## config.mk

```make
export PLATFORM = sky130hd
export DESIGN_NAME = gf_mul_ds
export DESIGN_NICKNAME = d
export VERILOG_FILES = /design/src/rtl/gf_mul_ds.sv
export SDC_FILE = /design/constraint.sdc
export NUM_CORES = 1
export LEC_CHECK = 0
export CAP_MARGIN = 20
export CORE_MARGIN = 3
export CORE_UTILIZATION = 40
export DETAILED_ROUTE_END_ITERATION = 10
export GPL_TIMING_DRIVEN = 1
export PLACE_DENSITY = 0.76
export SYNTH_ARGS = -nofsm -noshare
export SYNTH_HDL_FRONTEND = slang
export SYNTH_SLANG_ARGS = --single-unit
```

## constraint.sdc

```tcl
create_clock -name clk_i -period 1.9 [get_ports clk_i]
set_clock_uncertainty 0.15 [all_clocks]
set_input_delay 0.19 -clock clk_i [delete_from_list [all_inputs] [get_ports clk_i]]
set_output_delay 0.19 -clock clk_i [all_outputs]
set_load 0.02 [all_outputs]
```

## src/rtl/gf_mul_ds.sv

```systemverilog
`default_nettype none
// gf_mul_ds: digit-serial GF(2^WIDTH) multiplier/accumulator (Horner, MSB-first digits of b).
// Revision 1.0
module gf_mul_ds #(
    parameter int               WIDTH = 128,
    parameter logic [WIDTH-1:0] POLY  = WIDTH'('h87),
    parameter int               DIGIT = 4
) (
    input  logic             clk_i,
    input  logic             rst_ni,
    input  logic             start_i,
    input  logic             acc_en_i,
    input  logic             clr_i,
    input  logic [WIDTH-1:0] a_i,
    input  logic [WIDTH-1:0] b_i,
    output logic             busy_o,
    output logic             done_o,
    output logic [WIDTH-1:0] z_o
);

    localparam int NCYC = WIDTH / DIGIT;
    localparam int CW   = $clog2(NCYC + 1);

    generate
        if (WIDTH < 8 || DIGIT < 1 || DIGIT > WIDTH || (WIDTH % DIGIT) != 0) begin : g_bad_params
            $error("gf_mul_ds: illegal WIDTH/DIGIT combination");
        end
    endgenerate

    typedef enum logic [0:0] {
        S_IDLE = 1'b0,
        S_RUN  = 1'b1
    } state_t;

    state_t           state_q, state_d;
    logic [WIDTH-1:0] a_q, a_d;
    logic [WIDTH-1:0] b_q, b_d;
    logic [WIDTH-1:0] w_q, w_d;
    logic [WIDTH-1:0] z_q, z_d;
    logic [CW-1:0]    cnt_q, cnt_d;
    logic             acc_q, acc_d;
    logic             done_q, done_d;
    logic [WIDTH-1:0] w_next;

    // One Horner step per bit of the top digit, unrolled within the cycle.
    always_comb begin
        logic [WIDTH-1:0] w_tmp;
        w_tmp = w_q;
        for (int k = DIGIT - 1; k >= 0; k--) begin
            w_tmp = {w_tmp[WIDTH-2:0], 1'b0}
                  ^ (w_tmp[WIDTH-1] ? POLY : '0)
                  ^ (b_q[WIDTH-DIGIT+k] ? a_q : '0);
        end
        w_next = w_tmp;
    end

    always_comb begin
        state_d = state_q;
        a_d     = a_q;
        b_d     = b_q;
        w_d     = w_q;
        z_d     = z_q;
        cnt_d   = cnt_q;
        acc_d   = acc_q;
        done_d  = 1'b0;
        case (state_q)
            S_IDLE: begin
                if (clr_i) begin
                    z_d = '0;
                end
                if (start_i) begin
                    a_d     = a_i;
                    b_d     = b_i;
                    acc_d   = acc_en_i;
                    w_d     = '0;
                    cnt_d   = CW'(NCYC);
                    state_d = S_RUN;
                end
            end
            S_RUN: begin
                w_d   = w_next;
                b_d   = b_q << DIGIT;
                cnt_d = cnt_q - CW'(1);
                if (cnt_q == CW'(1)) begin
                    // Accumulation uses the z seen at completion, so a clr+start pair yields a*b.
                    z_d     = acc_q ? (z_q ^ w_next) : w_next;
                    done_d  = 1'b1;
                    state_d = S_IDLE;
                end
            end
            default: state_d = S_IDLE;
        endcase
    end

    always_ff @(posedge clk_i or negedge rst_ni) begin
        if (!rst_ni) begin
            state_q <= S_IDLE;
            a_q     <= '0;
            b_q     <= '0;
            w_q     <= '0;
            z_q     <= '0;
            cnt_q   <= '0;
            acc_q   <= 1'b0;
            done_q  <= 1'b0;
        end else begin
            state_q <= state_d;
            a_q     <= a_d;
            b_q     <= b_d;
            w_q     <= w_d;
            z_q     <= z_d;
            cnt_q   <= cnt_d;
            acc_q   <= acc_d;
            done_q  <= done_d;
        end
    end

    assign busy_o = (state_q == S_RUN);
    assign done_o = done_q;
    assign z_o    = z_q;

endmodule
`default_nettype wire

```

After elaboration in Yosys (flattened, before gate mapping)
Index checks and enable logic that the tools add are counted.
{"block": "totals", "reg_bits": 521, "inputBits": 261, "out_inout_bits": 130}
{"block": "op_classes", "addsub": 1, "eq_ne": 4, "mux": 23, "n_bitwise": 10, "reduce_logical": 2}
{"operator": "128-bit two-way mux", "count": 9}
{"operator": "128-bit one-hot mux with 2 select lines", "count": 3}
{"operator": "128-bit XOR", "count": 5}
{"operator": "128-bit by 8-bit XOR with 128-bit output", "count": 4}
{"operator": "8-bit two-way mux", "count": 4}
{"operator": "6-bit one-hot mux with 2 select lines", "count": 1}
{"operator": "6-bit by 1-bit == test with 1-bit output (second input constant)", "count": 1}
{"operator": "6-bit two-way mux", "count": 1}
{"operator": "6-bit by 1-bit subtractor with 6-bit output (second input constant)", "count": 1}
{"operator": "1-bit two-way mux", "count": 4}
{"operator": "2-bit inequality test (second input constant)", "count": 2}
{"operator": "2-bit AND reduction", "count": 2}
{"operator": "2-bit by 1-bit inequality test with 1-bit output (second input constant)", "count": 1}
{"operator": "1-bit one-hot mux with 2 select lines", "count": 1}
{"operator": "1-bit inverter", "count": 1}

Logic depth before layout (Yosys ltp)
Gate-level depths: netlist of run 1.
{"block": "depth", "depth_word": 16, "ltp_mapped": 9, "ltp_nobuf": 6}

Least setup slack after synthesis of run 1
Ideal clock, no wire load.
{"block": "synth_path", "kind": "flip-flop to flip-flop", "from": "register a_q[127]", "to": "register z_q[1], in the netlist z_o[1]", "t_arrival_ps": 1741, "required_ps": 1628, "setup_slack_ps": -112, "stages_incl_launch_ff": 7, "path_buffers": 0, "period_less_slack_ps": 2012, "path_cell_list": "dfrtp_1 -> nand2_2 -> xnor3_1 -> xor3_2 -> xnor2_2 -> o21ai_1 -> a32o_1"}
{"block": "synth_via", "elab_chain_len": 11, "elab_cells_between_ends": 13}
{"item": "start: declaration", "line_no": "36", "text": "logic [WIDTH-1:0] a_q, a_d;"}
{"item": "start signal: assignment", "line_no": "98", "text": "a_q <= '0;"}
{"item": "start signal: assignment", "line_no": "107", "text": "a_q <= a_d;"}
{"item": "128-bit two-way mux", "line_no": "52", "text": "^ (b_q[WIDTH-DIGIT+k] ? a_q : '0);"}
{"item": "128-bit XOR", "line_no": "52"}
{"item": "8-bit two-way mux", "line_no": "51", "text": "^ (w_tmp[WIDTH-1] ? POLY : '0)"}
{"item": "128-bit by 8-bit XOR with 128-bit output", "line_no": "51"}
{"item": "128-bit XOR *", "line_no": "52"}
{"item": "128-bit by 8-bit XOR with 128-bit output *", "line_no": "51"}
{"item": "128-bit XOR *", "line_no": "52"}
{"item": "128-bit XOR", "line_no": "86", "text": "z_d = acc_q ? (z_q ^ w_next) : w_next;"}
{"item": "128-bit two-way mux *", "line_no": "86"}
{"item": "128-bit two-way mux *", "line_no": "84", "text": "if (cnt_q == CW'(1)) begin"}
{"item": "128-bit one-hot mux with 2 select lines *", "line_no": "66", "text": "case (state_q)"}
{"item": "end signal: assignment", "line_no": "110", "text": "z_q <= z_d;"}
{"item": "end: declaration", "line_no": "39", "text": "logic [WIDTH-1:0] z_q, z_d;"}
Mark *: on every way between the ends. The rest lies on a longest branch, timed or not. The select of a mux whose other input is x is not followed.
A chain may end at the register's enable or synchronous reset.

Worst setup path after layout of run 1
{"block": "layout_path", "from": "register b_q[127]", "to": "register z_q[6], in the netlist z_o[6]"}
{"block": "layout_via", "elab_chain_len": 12}
{"item": "start: declaration", "line_no": "37", "text": "logic [WIDTH-1:0] b_q, b_d;"}
{"item": "start signal: assignment", "line_no": "99", "text": "b_q <= '0;"}
{"item": "start signal: assignment", "line_no": "108", "text": "b_q <= b_d;"}
{"item": "128-bit two-way mux *", "line_no": "52"}
{"item": "128-bit XOR *", "line_no": "52"}
{"item": "128-bit by 8-bit XOR with 128-bit output *", "line_no": "51"}
{"item": "128-bit XOR *", "line_no": "52"}
{"item": "128-bit by 8-bit XOR with 128-bit output *", "line_no": "51"}
{"item": "128-bit XOR *", "line_no": "52"}
{"item": "128-bit by 8-bit XOR with 128-bit output *", "line_no": "51"}
{"item": "128-bit XOR *", "line_no": "52"}
{"item": "128-bit XOR", "line_no": "86"}
{"item": "128-bit two-way mux *", "line_no": "86"}
{"item": "128-bit two-way mux *", "line_no": "84"}
{"item": "128-bit one-hot mux with 2 select lines *", "line_no": "66"}
Marked as above.

==> results.json, run 1 <==
{
  "routedWlPerCell_microns": 20.1,
  "crit_path_top_delay_cell": "dfrtp_4",
  "status": "finished with violations",
  "dp_hpwl_microns": 58900,
  "drtIter0Drc": 1984,
  "max_stage_delay_ns": 0.57,
  "antenna_found_initial": 18,
  "cts_sinks": 521,
  "worstPathCellList": "buf_12 -> buf_16 -> buf_12 -> nand2_8 -> xor2_4 -> xnor2_2 -> xnor2_2 -> buf_4 -> a32o_1",
  "via_per_inst": 5.42,
  "dpl_cell_area_sq_um": 35300,
  "power_mw": 77.6,
  "syn2layout_area_growth_pct": 38.9,
  "core_sq_um": 70300,
  "h-tree-depth": 2,
  "period_needed_ns": 2.22,
  "synthCells": 3067,
  "num-nets-final": 3901,
  "grt_pass1_vias": 24900,
  "rsz0062_at_grt": "yes",
  "cp.arrival_ns": 2.57,
  "reg2reg_slack_ns": -0.32,
  "drcViolationCount": 0,
  "chipWidth_microns": 273,
  "cts_max_path_buffers": 3,
  "p_int_mw": 46.3,
  "crit_type": "flip-flop to flip-flop",
  "clk_pin_slew_worst_paths_ns": 0.06,
  "yosys_warnings": 0,
  "finalSetupViolCount": 291,
  "crit_required_ns": 2.26,
  "nFillCells": 5743,
  "violations": "setup timing",
  "post-route-period-util_pct": 117,
  "numPortBuffers": 390,
  "ff_latch_area_sq_um": 13100,
  "gp_congestion": 0.856,
  "numCtsBuffers": 59,
  "p_comb_share_pct": 56.2,
  "start_kind": "flip-flop",
  "ant_nets": 0,
  "dieArea_sq_um": 74400,
  "ys_seq_area_share_pct": 45.8,
  "p_per_area_nw_per_um2": 1960,
  "floorplan.rows": 97,
  "final_util_pct": 56.3,
  "synth_nets": 3330,
  "ys_ff_latch": 521,
  "fin_hold_ws_ns": 0.0415,
  "min_path_type": "input pin to flip-flop",
  "cp_max_fo": 7,
  "seq_power_share_pct": 27.6,
  "cts-root-buf": "clkbuf_16",
  "grt_pass1_wl_microns": 140000,
  "cap_violations": 0,
  "clkPwrFrac_pct": 16.2,
  "die_h_microns": 273,
  "endpoint_kind": "flip-flop",
  "vias": 25200,
  "switching_share_pct": 40.3,
  "overflow": 0,
  "p_leak_nw": 16.6,
  "cp_top_family": "buffers and inverters",
  "drv_slew": 0,
  "peakVddDrop_v": 0.000872,
  "wl_microns": 93200,
  "synth_area_sq_um": 28500,
  "initial_core_util_pct": 40.5,
  "multi_input_area_sq_um": 15600,
  "slew_headroom_pct": 61.7,
  "worst_slack_ns": -0.317,
  "synthDistinctLibCells": 31,
  "cts_tree": "built",
  "ioPinCount": 391,
  "grt_usage_pct": 23.4,
  "avgSynthCellArea_sq_um": 9.29,
  "finalHoldViolations": 0,
  "power.switching_mw": 31.3,
  "critPathBufInv": 4,
  "worst_slew_pin_slew_ns": 0.569,
  "max_clock_freq_ghz": 0.451,
  "drt_pass1_iterations": 8,
  "insertion_delay_ns": 0.62,
  "design_area_sq_um": 39600,
  "grt_max_degree": 102,
  "drive_gt1_share_pct": 19.7
}
## per-stage QoR
stage,setup WS [ns],instances,TNS (ns)
global route,-0.358,4635,-60.92
CTS,-0.220,4592,-27.35
global placement,-0.164,4435,-14.21
finish,-0.317,4641,-35.66
floorplan,-0.0423,3067,-2.23
detailed placement,-0.325,4435,-23.63
## worst reg2reg max path, delay by kind of cell, from the launching register on
| kind | cells | cell delay (ns) |
|---|---|---|
| buf+inv | 4 | 0.60 |
| flops | 1 | 0.57 |
| xor+xnor | 3 | 0.51 |
| compound gates | 1 | 0.23 |
| simple gates | 1 | 0.06 |
## timing repair
action / 4_1_cts / 5_1_grt
pin swaps: 48 / 195
endpoints found under the hold margin: 562 / 0
setup buffers: 11 / 23
setup endpoints to repair: 365 / 336
hold buffers: 29 / 0
resized for setup: 173 / 240
cloned: 5 / 14
## synth_stat cells
master / instances / area, sq um
nand2_1: 1023 / 3840
dfrtp_1: 521 / 13000
o21ai_0: 377 / 1890
xnor2_1: 263 / 2300
xor2_1: 246 / 2150
mux2_2: 129 / 1450
a32o_1: 128 / 1280
mux2i_1: 128 / 1280
clkbuf_1: 120 / 450
buf_2: 51 / 255
buf_1: 37 / 139
nor2_1: 8 / 30.0
xnor3_1: 6 / 135
o21ai_1: 4 / 20.0
buf_4: 3 / 22.5
o22ai_1: 3 / 18.8
clkbuf_2: 2 / 10.0
ha_1: 2 / 25.0
inv_1: 2 / 7.51
nor3_1: 2 / 10.0
xnor2_2: 2 / 32.5
a21o_1: 1 / 7.51
a21oi_1: 1 / 5.00
a22o_1: 1 / 8.76
and4_1: 1 / 8.76
inv_2: 1 / 3.75
nand2_2: 1 / 6.26
nand3b_1: 1 / 7.51
nor2b_1: 1 / 6.26
or4_1: 1 / 7.51
xor3_2: 1 / 25.0
## layer usage
metal | vias up | GRT usage, % | share of wire, %
met3 | 328 | 5.64 | 8.6
met1 | 12400 | 29.3 | 39
met2 | 1135 | 37.9 | 47
met4 | 14 | 11.7 | 5.6
li1 | 11300 | - | -
met5 | - | 0 | 0.099
## area by class of cell
type / count / share of cell area, %
sequential: 521 / 33.0
multi-input combinational: 2330 / 39.5
timing repair buffer: 723 / 19.0
clock buffer: 76 / 4.20
inverter: 3 / 0.0348
clock inverter: 36 / 1.24
antenna: 12 / 0.0759
tap: 940 / 2.97
## worst paths after layout
check                         start       end  cells after the start
min                         a_i[27]   a_q[27]                      2
max in group asynchronous    rst_ni   z_o[56]                      3
min in group asynchronous    rst_ni  w_q[123]                      2
max reg2reg                b_q[127]    z_o[6]                      9
max                        b_q[127]    z_o[6]                      9
min reg2reg                b_q[118]  b_q[122]                      2
## sequential cells by signal, summed over array words and instances (netlist names)
signal	cells
a_q	128
w_q	128
cnt_q	6
done_o	1
busy_o	1
z_o	128
b_q	128
acc_q	1
## logic make-up after synthesis
logic type,Yosys count,synth area share (%)
AOI/OAI and AO/OA,515,11.3
xor gates and xnor gates,518,16.3
muxes,257,9.60
and+or+nand+nor,1038,13.8
DFF,521,45.8
buffers and inverters,216,3.12
adders and majority gates,2,0.0879
## power by group through the flow
stage                     registers, mW  clock network, mW  logic (mW)
after floorplan                    20.6                  0        21.9
after global placement             21.1                  0        37.6
after detailed placement           21.1                  0        38.8
after CTS                          21.1               12.8        39.8
after global routing               22.0               13.3        47.3
final                              21.4               12.6        43.6
## layout by cell type (no fill, tap or decap), types with 3 or more instances in the layout
cell type	n
xnor2_1	214
nor2_1	8
xnor3_1	4
nand2_4	24
xnor2_2	49
o21ai_1	131
buf_4	219
dfrtp_1	515
buf_16	6
clkdlybuf4s50_1	300
diode_2	12
nand2_2	50
clkbuf_8	10
mux2i_1	128
buf_12	57
nand2_1	948
o22ai_1	3
bufinv_16	11
clkinvlp_4	7
clkinv_2	15
buf_8	6
o21ai_0	245
o21ai_2	5
a32o_1	126
clkbuf_1	6
buf_6	6
xor2_2	35
dfrtp_4	6
xor2_1	209
dlygate4sd3_1	29
dlygate4sd2_1	87
clkbuf_16	71
mux2_2	129
No activity file was read; power rests on OpenSTA's default activity.
==> inputs of run 2 (changes only) <==
CORE_UTILIZATION = 35   (was 40)
PLACE_DENSITY = 0.69   (was 0.76)
==> run 2 against run 1 <==
  * The run still ends with setup timing left
  * Final cell count is 1.8% higher
  * Non-clock buffer count is 30 lower
  * Routed wire length is 2.2% lower
  * Clock power is 5% higher
  * Worst hold slack better by 0.011 ns
  * First-iteration DRC count is 10% lower
  * Critical path type unchanged
  * Critical endpoint is now z_o[35]
  * Largest cell class unchanged
  * Largest power group unchanged
==> results.json, run 2 (synthesis results as in run 1) <==
{
  "status": "finished with violations",
  "violations": "setup timing",
  "gp_congestion": 0.840,
  "grt_max_degree": 133,
  "p_comb_share_pct": 55.6,
  "period_needed_ns": 2.20,
  "dieArea_sq_um": 84800,
  "crit_type": "flip-flop to flip-flop",
  "core_sq_um": 79800,
  "cts_sinks": 521,
  "grt_pass1_wl_microns": 141000,
  "cts_tree": "built",
  "power.switching_mw": 30.7,
  "insertion_delay_ns": 0.59,
  "via_per_inst": 5.13,
  "max_stage_delay_ns": 0.52,
  "crit_required_ns": 2.23,
  "finalSetupViolCount": 311,
  "cts-root-buf": "clkbuf_16",
  "crit_path_top_delay_cell": "dfrtp_4",
  "worst_slew_pin_slew_ns": 0.517,
  "cp_max_fo": 13,
  "wl_microns": 91100,
  "final.setup.tns_ns": -38.27,
  "post-route-period-util_pct": 116,
  "cp_top_family": "XOR/XNOR gates",
  "die_h_microns": 291,
  "crit_path_frequent_cell": "buf_12",
  "numPortBuffers": 390,
  "numCtsBuffers": 66,
  "finalHoldViolations": 0,
  "final_cell_mix": "951 x nand2_1, 515 x dfrtp_1, 321 x clkdlybuf4s50_1, 249 x o21ai_0, 231 x buf_4",
  "antenna_found_initial": 19,
  "cp.arrival_ns": 2.53,
  "max_clock_freq_ghz": 0.455,
  "clkPwrFrac_pct": 17.0,
  "drv_slew": 0,
  "fin_hold_ws_ns": 0.0522,
  "floorplan.rows": 103,
  "initial_core_util_pct": 35.7,
  "peakVddDrop_v": 0.000916,
  "cts_max_path_buffers": 3,
  "worst_slack_ns": -0.297,
  "p_leak_nw": 16.2,
  "p_per_area_nw_per_um2": 1990,
  "ant_nets": 0,
  "drt_pass1_iterations": 5,
  "critPathBufInv": 3,
  "nFillCells": 7212,
  "h-tree-depth": 3,
  "layout_commonest_cell": "nand2_1",
  "clk_pin_slew_worst_paths_ns": 0.06,
  "multi_input_area_sq_um": 15500,
  "ff_latch_area_sq_um": 13100,
  "min_path_type": "input pin to flip-flop",
  "drcViolationCount": 0,
  "drive_gt1_share_pct": 19.5,
  "cap_violations": 0,
  "worstPathCellList": "buf_12 -> buf_12 -> nand2_2 -> xor2_1 -> xnor2_1 -> xnor2_2 -> buf_4 -> a32o_1",
  "overflow": 0,
  "p_int_mw": 47.0,
  "start_kind": "flip-flop",
  "num-nets-final": 3878,
  "final_util_pct": 49.0,
  "drtIter0Drc": 1780,
  "vias": 24300,
  "rsz0062_at_grt": "yes",
  "post-place-ws_ns": -0.243,
  "slew_headroom_pct": 65.5,
  "endpoint_kind": "flip-flop",
  "seq_power_share_pct": 27.4,
  "grt_usage_pct": 20.8,
  "ioPinCount": 391,
  "power_mw": 77.7,
  "syn2layout_area_growth_pct": 37.4,
  "dp_hpwl_microns": 61700,
  "grt_pass1_vias": 24700,
  "routedWlPerCell_microns": 19.3,
  "chipWidth_microns": 291,
  "switching_share_pct": 39.5
}
==> run 2: power groups by stage <==
stage / logic (mW) / clock network (mW) / registers (mW)
final: 43.2 / 13.2 / 21.3
after global placement: 38.5 / 0 / 21.1
after CTS: 40.6 / 13.5 / 21.1
after global routing: 47.1 / 13.9 / 21.9
after floorplan: 21.9 / 0 / 20.6
after detailed placement: 39.4 / 0 / 21.2
==> run 2: worst paths after layout <==
path                       startpoint  endpoint  slack (ns)  cells after the start
max reg2reg                  b_q[125]   z_o[35]       -0.30                      8
min reg2reg                  cnt_q[5]  cnt_q[5]        0.32                      1
min in group asynchronous      rst_ni  w_q[122]        0.17                      3
min                          a_i[104]  a_q[104]        0.05                      2
max in group asynchronous      rst_ni   w_q[84]        0.94                      3
max                          b_q[125]   z_o[35]       -0.30                      8
==> run 2: repair_timing <==
action	4_1_cts	5_1_grt
buffers inserted	16	12
endpoints found under the hold margin	556	0
hold buffers	3	0
gates resized for setup	166	186
gates cloned	2	6
setup endpoints to repair	372	318
pin swaps	101	148
==> run 2: area by class of cell <==
type	instances	area share, %
clock buffers	91	5.01
clock inverters	24	0.822
repair buffers	693	17.8
diodes	13	0.0831
multi-input cells	2330	39.5
flip-flops and latches	521	33.4
inverters	3	0.0352
well taps	1050	3.36
==> run 2: per-layer routing <==
metal | track usage (%) | vias to the layer above | wire [microns] | part of all wire [%]
li1 | - | 11300 | - | -
met1 | 26.8 | 12000 | 37600 | 41
met2 | 32.9 | 800 | 42600 | 47
met3 | 4.89 | 199 | 6910 | 7.6
met4 | 10.0 | 12 | 3980 | 4.4
met5 | 0 | - | 79 | 0.087
==> run 2: per-stage QoR <==
| step | instance area (sq um) | cells |
|---|---|---|
| final | 39100 | 4725 |
| after global routing | 39100 | 4720 |
| after CTS | 38100 | 4694 |
| after detailed placement | 35500 | 4558 |
| after global placement | 35500 | 4558 |
| after floorplan | 28500 | 3067 |
==> inputs of run 3 (changes only) <==
==> constraint.sdc (replaced) <==
create_clock -name clk_i -period 1.9 [get_ports clk_i]
set_clock_uncertainty 0.15 [all_clocks]
set_input_delay 0.38 -clock clk_i [delete_from_list [all_inputs] [get_ports clk_i]]
set_output_delay 0.38 -clock clk_i [all_outputs]
set_load 0.02 [all_outputs]
==> run 3 against run 2 <==
  * The run still ends with setup timing left
  * Setup slack lost 0.0078 ns
  * Routed wire length shrank 1.0%
  * Sequential power is essentially flat
  * First-iteration DRC count grew 0.51%
  * Final area shrank 0.74%
  * Largest power group unchanged
  * Highest routed layer unchanged
==> results.json, run 3 (synthesis results as in run 1) <==
{
  "h-tree-depth": 2,
  "violations": "setup timing",
  "chipWidth_microns": 291,
  "start_kind": "flip-flop",
  "ioPinCount": 391,
  "final_cells": 4742,
  "cp.arrival_ns": 2.57,
  "antenna_found_initial": 20,
  "finalSetupViolCount": 252,
  "crit_required_ns": 2.27,
  "grt_pass1_wl_microns": 141000,
  "final_cell_mix": "977 x nand2_1, 514 x dfrtp_1, 269 x o21ai_0, 258 x clkdlybuf4s50_1, 246 x buf_4",
  "layout_commonest_cell": "nand2_1",
  "drtIter0Drc": 1789,
  "via_per_inst": 5.09,
  "dieArea_sq_um": 84800,
  "numCtsBuffers": 61,
  "syn2layout_area_growth_pct": 36.4,
  "cp-endpoint": "z_o[13]",
  "final.setup.tns_ns": -39.62,
  "vias": 24200,
  "num-nets-final": 3892,
  "switching_share_pct": 39.2,
  "finalHoldViolations": 0,
  "p_leak_nw": 15.9,
  "p_comb_share_pct": 55.1,
  "grt_max_degree": 98,
  "numPortBuffers": 390,
  "status": "finished with violations",
  "r2r_start": "b_q[127]",
  "rsz0062_at_grt": "yes",
  "p_int_mw": 46.6,
  "final_util_pct": 48.7,
  "clk_pin_slew_worst_paths_ns": 0.06,
  "min_path_type": "input pin to async pin",
  "worst_slack_ns": -0.304,
  "endpoint_kind": "flip-flop",
  "period_needed_ns": 2.20,
  "drt_pass1_iterations": 6,
  "r2r_end": "z_o[13]",
  "cts_sinks": 521,
  "cp_max_fo": 9,
  "drcViolationCount": 0,
  "clkPwrFrac_pct": 17.3,
  "grt_usage_pct": 20.6,
  "power.switching_mw": 30.1,
  "die_h_microns": 291,
  "ant_nets": 0,
  "floorplan.rows": 103,
  "max_clock_freq_ghz": 0.454,
  "crit_path_start": "b_q[127]",
  "post-route-period-util_pct": 116,
  "grt_pass1_vias": 24400,
  "routedWlPerCell_microns": 19.0,
  "gp_congestion": 0.842,
  "cts_tree": "built",
  "seq_power_share_pct": 27.6,
  "placedCellCount": 4569,
  "cts_max_path_buffers": 3,
  "drv_slew": 0,
  "reg2reg_depth": 8,
  "peakVddDrop_v": 0.000978,
  "worst_slew_pin_slew_ns": 0.482,
  "slew_headroom_pct": 67.8,
  "overflow": 0,
  "power_mw": 76.7,
  "cts-root-buf": "clkbuf_16",
  "p_per_area_nw_per_um2": 1980,
  "dp_hpwl_microns": 61900,
  "insertion_delay_ns": 0.63,
  "initial_core_util_pct": 35.7,
  "crit_type": "flip-flop to flip-flop",
  "reg2reg_slack_ns": -0.30,
  "wl_microns": 90200,
  "drive_gt1_share_pct": 21.1,
  "core_sq_um": 79800,
  "cap_violations": 0
}
[run 3: cell types whose count changed in the layout (fill, tap and decap cells not counted), moves of 20 or more]
cell,previous run,this run
dlygate4sd2_1,66,1
xnor2_2,47,26
xor2_2,35,13
clkdlybuf4s50_1,321,258
buf_2,1,38
o21ai_0,249,269
nand2_1,951,977
xnor2_1,218,239
clkdlybuf4s15_2,0,83
xor2_1,210,233
[run 3: per-layer routing]
layer | vias up | part of all wire [%] | track usage, %
met3 | 191 | 7.5 | 4.91
li1 | 11300 | - | -
met4 | 16 | 4.1 | 8.54
met2 | 767 | 47 | 33.0
met5 | - | 0.12 | 0
met1 | 11800 | 42 | 26.6
[run 3: stage by stage]
stage / worst slack (ns) / cell area [sq um] / hold slack [ns]
2_1_floorplan: -0.0423 / 28500 / -0.0656
3_3_place_gp: -0.227 / 35600 / 0.0880
6_report: -0.304 / 38800 / 0.0479
3_5_place_dp: -0.253 / 35600 / 0.0892
5_1_grt: -0.394 / 38800 / 0.0405
4_1_cts: -0.237 / 38300 / 0.00514
[run 3: cell type report]
| type | instances | area (sq um) |
|---|---|---|
| Tap cell | 1050 | 1310 |
| Sequential cell | 521 | 13100 |
| Timing Repair Buffer | 712 | 7160 |
| Multi-Input combinational cell | 2330 | 15000 |
| Clock buffer | 86 | 1760 |
| Antenna cell | 13 | 32.5 |
| Fill cell | 7228 | 40900 |
| Inverter | 3 | 13.8 |
| Clock inverter | 27 | 504 |
[run 3: critical path: stages, from the launching register on]
cell and delay, ns:
dfrtp_4 0.57, buf_12 0.20, buf_6 0.13, nand2_1 0.09
xor2_1 0.25, xnor2_1 0.20, xnor2_1 0.13, buf_4 0.15
a32o_1 0.23
[run 3: how the worst min path moves through the flow]
stage / startpoint / endpoint / slack (ns) / cells after the start
6_report: rst_ni / b_q[85] / 0.05 / 2
5_1_grt: rst_ni / b_q[85] / 0.04 / 2
4_1_cts: rst_ni / b_q[85] / 0.005 / 2
3_5_place_dp: rst_ni / b_q[85] / 0.09 / 1
3_3_place_gp: rst_ni / b_q[85] / 0.09 / 1
2_1_floorplan: rst_ni / a_q[0] / -0.07 / 0
[run 3: power groups by stage]
stage               Combinational (mW)  Sequential, mW  Clock [mW]
floorplan                         21.9            20.6           0
global placement                  38.5            21.0           0
detailed placement                39.5            21.1           0
CTS                               40.6            21.0        13.6
global route                      46.0            21.8        14.0
finish                            42.3            21.1        13.3
[run 3: repair_timing]
item | in CTS | in global routing
hold endpoints to repair | 506 | 0
pin swaps | 27 | 101
hold buffers | 1 | 0
gates resized for setup | 519 | 108
cloned | 4 | 5
endpoints found under the setup margin | 368 | 276
setup buffers | 25 | 12
